[config.mk]
export PLATFORM = sky130hd
export DESIGN_NAME = sink_serializer_flat
export DESIGN_NICKNAME = d
export VERILOG_FILES = /design/src/rtl/sink_serializer_if.sv /design/src/rtl/sink_serializer.sv /design/src/flat_wrapper.sv
export SDC_FILE = /design/constraint.sdc
export NUM_CORES = 1
export LEC_CHECK = 0
export ABC_AREA = 1
export CAP_MARGIN = 20
export CELL_PAD_IN_SITES_DETAIL_PLACEMENT = 0
export CELL_PAD_IN_SITES_GLOBAL_PLACEMENT = 1
export CORE_MARGIN = 2
export CORE_UTILIZATION = 41
export DETAILED_ROUTE_END_ITERATION = 8
export PLACE_DENSITY_LB_ADDON = 0.1
export SYNTH_ARGS = -nofsm -noshare
export SYNTH_HDL_FRONTEND = slang
export SYNTH_SLANG_ARGS = --single-unit
[constraint.sdc]
create_clock -name clk -period 1.85 [get_ports clk]
set_input_delay 0.4625 -clock clk [delete_from_list [all_inputs] [get_ports clk]]
set_output_delay 0.4625 -clock clk [all_outputs]
set_load 0.01 [all_outputs]
[src/rtl/sink_serializer_if.sv]
// Word-in / byte-out handshake bundle for sink_serializer.
// The slave modport is the serializer's own view; master is the surrounding logic.
interface sink_serializer_if #(
    parameter int WORD_WIDTH = 16
);
    logic                  snk_valid;
    logic                  snk_ready;
    logic [WORD_WIDTH-1:0] snk;
    logic                  tx_valid;
    logic                  tx_ready;
    logic [7:0]            tx;
    logic                  busy;

    modport slave (
        input  snk_valid, snk, tx_ready,
        output snk_ready, tx_valid, tx, busy
    );

    modport master (
        output snk_valid, snk, tx_ready,
        input  snk_ready, tx_valid, tx, busy
    );
endinterface

[src/rtl/sink_serializer.sv]
// Buffers network_sink words in a small FIFO and replays each one as a
// big-endian byte stream towards the host transmitter.
module sink_serializer #(
    parameter int WORD_WIDTH = 16,
    parameter int FIFO_DEPTH = 4
) (
    input logic              clk,
    input logic              rst,
    sink_serializer_if.slave bus
);
    localparam int NUM_BYTES = (WORD_WIDTH + 7) / 8;
    localparam int FRAME_W   = 8 * NUM_BYTES;
    localparam int PAD       = FRAME_W - WORD_WIDTH;
    localparam int PTR_W     = $clog2(FIFO_DEPTH);
    localparam int CNT_W     = $clog2(FIFO_DEPTH + 1);
    localparam int IDX_W     = (NUM_BYTES > 1) ? $clog2(NUM_BYTES) : 1;

    typedef enum logic {IDLE, SEND} state_t;

    logic [WORD_WIDTH-1:0] mem [FIFO_DEPTH];
    logic [PTR_W-1:0]      wr_ptr;
    logic [PTR_W-1:0]      rd_ptr;
    logic [CNT_W-1:0]      count;
    state_t                state;
    logic [IDX_W-1:0]      byte_idx;
    logic [FRAME_W-1:0]    shift_reg;

    logic                  full;
    logic                  push;
    logic                  pop;
    logic                  last_byte;
    logic [FRAME_W-1:0]    head_frame;

    assign full      = (count == CNT_W'(FIFO_DEPTH));
    assign push      = bus.snk_valid && !full && !rst;
    assign last_byte = (byte_idx == IDX_W'(NUM_BYTES - 1));
    // The next word is fetched either from idle or on the edge its predecessor's
    // last byte leaves, so a queued word never costs a bubble.
    assign pop       = (count != '0) &&
                       ((state == IDLE) || (bus.tx_ready && last_byte));
    // Left-align the head word so byte 0 always carries the opcode bits.
    assign head_frame = FRAME_W'(mem[rd_ptr]) << PAD;

    assign bus.snk_ready = !full && !rst;
    assign bus.tx_valid  = (state == SEND) && !rst;
    assign bus.tx        = rst ? 8'h00 : shift_reg[FRAME_W-1 -: 8];
    assign bus.busy      = !rst && ((count != '0) || (state == SEND));

    always_ff @(posedge clk) begin
        if (push) begin
            mem[wr_ptr] <= bus.snk;
        end
    end

    always_ff @(posedge clk) begin
        if (rst) begin
            wr_ptr    <= '0;
            rd_ptr    <= '0;
            count     <= '0;
            state     <= IDLE;
            byte_idx  <= '0;
            shift_reg <= '0;
        end else begin
            if (push) begin
                wr_ptr <= wr_ptr + PTR_W'(1);
            end
            if (pop) begin
                rd_ptr <= rd_ptr + PTR_W'(1);
            end
            if (push && !pop) begin
                count <= count + CNT_W'(1);
            end else if (pop && !push) begin
                count <= count - CNT_W'(1);
            end

            case (state)
                IDLE: begin
                    if (pop) begin
                        shift_reg <= head_frame;
                        byte_idx  <= '0;
                        state     <= SEND;
                    end
                end
                SEND: begin
                    if (bus.tx_ready) begin
                        if (!last_byte) begin
                            shift_reg <= shift_reg << 8;
                            byte_idx  <= byte_idx + IDX_W'(1);
                        end else if (pop) begin
                            shift_reg <= head_frame;
                            byte_idx  <= '0;
                        end else begin
                            state <= IDLE;
                        end
                    end
                end
                default: state <= IDLE;
            endcase
        end
    end
endmodule

[src/flat_wrapper.sv]
// flat-port wrapper written by rule: the top's interface ports become plain ports
module sink_serializer_flat 
#(
    parameter int WORD_WIDTH = 16,
    parameter int FIFO_DEPTH = 4
)
  (clk, rst, bus_snk_valid, bus_snk, bus_tx_ready, bus_snk_ready, bus_tx_valid, bus_tx, bus_busy);
  sink_serializer_if #(.WORD_WIDTH(WORD_WIDTH)) bus_i ();
  input logic clk;
  input logic rst;
  input wire logic [$bits(bus_i.snk_valid)-1:0] bus_snk_valid;
  input wire logic [$bits(bus_i.snk)-1:0] bus_snk;
  input wire logic [$bits(bus_i.tx_ready)-1:0] bus_tx_ready;
  output wire logic [$bits(bus_i.snk_ready)-1:0] bus_snk_ready;
  output wire logic [$bits(bus_i.tx_valid)-1:0] bus_tx_valid;
  output wire logic [$bits(bus_i.tx)-1:0] bus_tx;
  output wire logic [$bits(bus_i.busy)-1:0] bus_busy;
  assign bus_i.snk_valid = bus_snk_valid;
  assign bus_i.snk = bus_snk;
  assign bus_i.tx_ready = bus_tx_ready;
  assign bus_snk_ready = bus_i.snk_ready;
  assign bus_tx_valid = bus_i.tx_valid;
  assign bus_tx = bus_i.tx;
  assign bus_busy = bus_i.busy;
  sink_serializer #(.WORD_WIDTH(WORD_WIDTH), .FIFO_DEPTH(FIFO_DEPTH)) u_core (.clk(clk), .rst(rst), .bus(bus_i));
endmodule
==> flow_metrics.py <==
metrics = {
    "clock_network": {
        "cts-root-buf": "clkbuf_8",
        "hold_buffers": 0,
        "cts_tree": "built",
        "cts.sinks": 91,
        "clock_latency_ns": 0.35,
        "cts_buffers": 9,
        "cts_max_level": 3,
        "clockBufferDepth": 2,
        "clk_pin_slew_ns": 0.10,
    },
    "route": {
        "drc": 0,
        "wl_um": 7580,
        "drtIter0Drc": 95,
        "viasPerCell": 4.61,
        "ant_nets": 0,
        "first_pass_iters": 5,
        "vias": 2621,
        "post_drt_wl_per_cell_um": 13.3,
    },
    "logic_synthesis": {
        "synth-seq-cells": 91,
        "ys.flop_type": "edfxtp_1",
        "syn_nets": 412,
        "yosysSeqAreaShare_pct": 62.3,
        "synthArstFlopShare_pct": 0,
        "synth_edf_count": 64,
        "synthAdderAreaFrac_pct": 2.09,
        "netlist_area_sq_um": 3960,
        "synth-compound-area-share_pct": 8.16,
        "synth-xor-area-share_pct": 0.221,
        "ys_types": 29,
        "synth_top_family_by_area": "simple AND/OR/NAND/NOR gates",
        "ys.warnings.count": 0,
        "yosys.area_share.simple_pct": 21.6,
        "synthMuxAreaShare_pct": 0,
        "postSynthCellCount": 386,
        "synth_area_per_cell_sq_um": 10.2,
    },
    "timing": {
        "drv_slew": 0,
        "slew_headroom_pct": 76.1,
        "post-route-period-util_pct": 96.4,
        "period_needed_ns": 1.78,
        "worstMarginPinSlew_ns": 0.359,
        "hold_ws_ns": 0.427,
        "setup_violations": 0,
        "fin_skew_ns": 0.0127,
        "rsz0062_at_grt": "no",
        "fmax_mhz": 561,
        "layout_setup_ws_ns": 0.0670,
        "hold_viol": 0,
    },
    "critical_path": {
        "cp.arrival_ns": 2.04,
        "path_max_fanout": 2,
        "path_class": "primary input to flip-flop",
        "r2r.worst_path.cells": 9,
        "end_kind": "flip-flop",
        "cp.required_ns": 2.11,
        "start_kind": "primary input",
    },
    "grt": {
        "grt_usage_pct": 16.4,
        "grt_pass1_wl_um": 12800,
        "grt_max_degree": 29,
        "grt.overflow.total": 0,
        "grt_pass1_vias": 2484,
        "antenna_found_initial": 0,
    },
    "power_and_ir_drop": {
        "combPwrFrac_pct": 38.8,
        "internal_power_w": 0.00408,
        "switchingPower_w": 0.00253,
        "pwr-share-clk_pct": 21.2,
        "p_per_area_nw_per_um2": 1390,
        "leakage_nw": 1.84,
        "sw_frac_of_total_pct": 38.2,
        "vdd_drop_max_uv": 530,
        "seq_power_share_pct": 40.0,
    },
    "floorplan": {
        "core_sq_um": 9280,
        "num_rows": 35,
        "start_util_pct": 42.6,
        "io_pins": 31,
        "fp.dieW_um": 102,
        "die-area_sq_um": 10400,
        "dieHeight_um": 102,
    },
    "placement": {
        "gp_congestion": 0.731,
        "place_ws_ns": -0.416,
        "numPortBuffers": 30,
        "hpwl_um": 4950,
        "place_area_sq_um": 4540,
    },
    "finish": {
        "drive_gt1_share_pct": 22.5,
        "final_cell_mix": "nand2_1 (121), edfxtp_1 (64), dfxtp_1 (27), inv_1 (26), nor2_1 (24)",
        "nets": 461,
        "final_area_sq_um": 4770,
        "antenna_cells": 0,
        "area_delta_synth_final_pct": 20.6,
        "final_common_cell": "nand2_1",
        "largest_reg_flops": 64,
    },
    "worst_hold_path": {
        "min_path_cells": 3,
        "hold_path.class": "primary input to flip-flop",
    },
    "run": {
        "maxCapViolCount": 0,
    },
    "status": {
        "status": "finished clean",
    },
}
-- power groups by stage --
stage	Clock [W]	Sequential (W)	Combinational, W
3_5_place_dp	0	0.00269	0.00261
3_3_place_gp	0	0.00269	0.00259
5_1_grt	0.00154	0.00268	0.00293
6_report	0.00140	0.00264	0.00256
2_1_floorplan	0	0.00266	0.00193
4_1_cts	0.00144	0.00265	0.00261
-- metrics by stage --
| step | setup TNS (ns) | cells | utilization (%) | total power, W |
|---|---|---|---|---|
| after floorplan | -5.01 | 386 | - | 0.00460 |
| after global placement | -18.33 | 552 | 48.9 | 0.00528 |
| after detailed placement | -18.34 | 552 | 48.9 | 0.00531 |
| after CTS | 0 | 569 | 51.4 | 0.00670 |
| after global routing | 0 | 569 | 51.4 | 0.00715 |
| final | 0 | 569 | 51.4 | 0.00661 |
-- synth_stat cells, types with 4 or more instances --
cell / count / area, sq um
nor2_1: 31 / 116
nand2_1: 122 / 458
nand3_2: 9 / 90.1
buf_2: 8 / 40.0
o211ai_1: 4 / 30.0
o21ai_0: 8 / 40.0
inv_1: 26 / 97.6
ha_1: 5 / 62.6
o21ai_2: 9 / 78.8
a21oi_1: 18 / 90.1
edfxtp_1: 64 / 1920
dfxtp_1: 27 / 541
nand3_1: 22 / 110
a21oi_2: 9 / 78.8
-- final cells by class --
cell class / instances / area, sq um
Clock buffer: 9 / 124
Fill cell: 874 / 4520
Timing Repair Buffer: 53 / 522
Tap cell: 129 / 161
Inverter: 31 / 121
Sequential cell: 91 / 2460
Clock inverter: 7 / 82.6
Multi-Input combinational cell: 249 / 1290
-- worst max-delay path, stage by stage --
cell             delay, ns
clkdlybuf4s50_1       0.49
nand2_2               0.07
nand2_4               0.08
nand2_8               0.05
ha_1                  0.16
inv_1                 0.09
fa_2                  0.44
o21ai_0               0.15
nor2_1                0.05
-- per-layer routing --
metal | track usage (%) | vias up | routed length [um]
li1 | - | 1381 | -
met1 | 22.9 | 1189 | 3650
met2 | 26.0 | 41 | 3560
met3 | 2.53 | 10 | 246
met4 | 6.15 | 0 | 123
met5 | 0 | - | 0
-- timing repair --
action / CTS / global route
cloned: 1 / 0
setup endpoints to repair: 13 / 2
gates resized for setup: 39 / 7
pin swaps: 0 / 3
buffers inserted: 0 / 0
-- cells by family (layout without fill, tap and decap cells) --
| logic type | count (synthesis) | count (layout) |
|---|---|---|
| AOI/OAI and AO/OA | 49 | 49 |
| buffers and inverters | 46 | 100 |
| DFF | 91 | 91 |
| and+or+nand+nor | 193 | 193 |
| xor gates and xnor gates | 1 | 1 |
| adders and majority gates | 6 | 6 |
-- final timing paths --
kind | start | to | slack, ns
worst min-delay path | rst | u_core.state$_SDFF_PP0_ | 0.43
worst max register to register | u_core.count[0]$_SDFFE_PP0P_ | u_core.count[1]$_SDFFE_PP0P_ | 0.17
worst max-delay path | bus_tx_ready | u_core.count[1]$_SDFFE_PP0P_ | 0.07
worst min register to register | u_core.shift_reg[2]$_SDFFE_PP0P_ | u_core.shift_reg[2]$_SDFFE_PP0P_ | 0.48
Note: power is estimated with default switching activity, not from simulation.
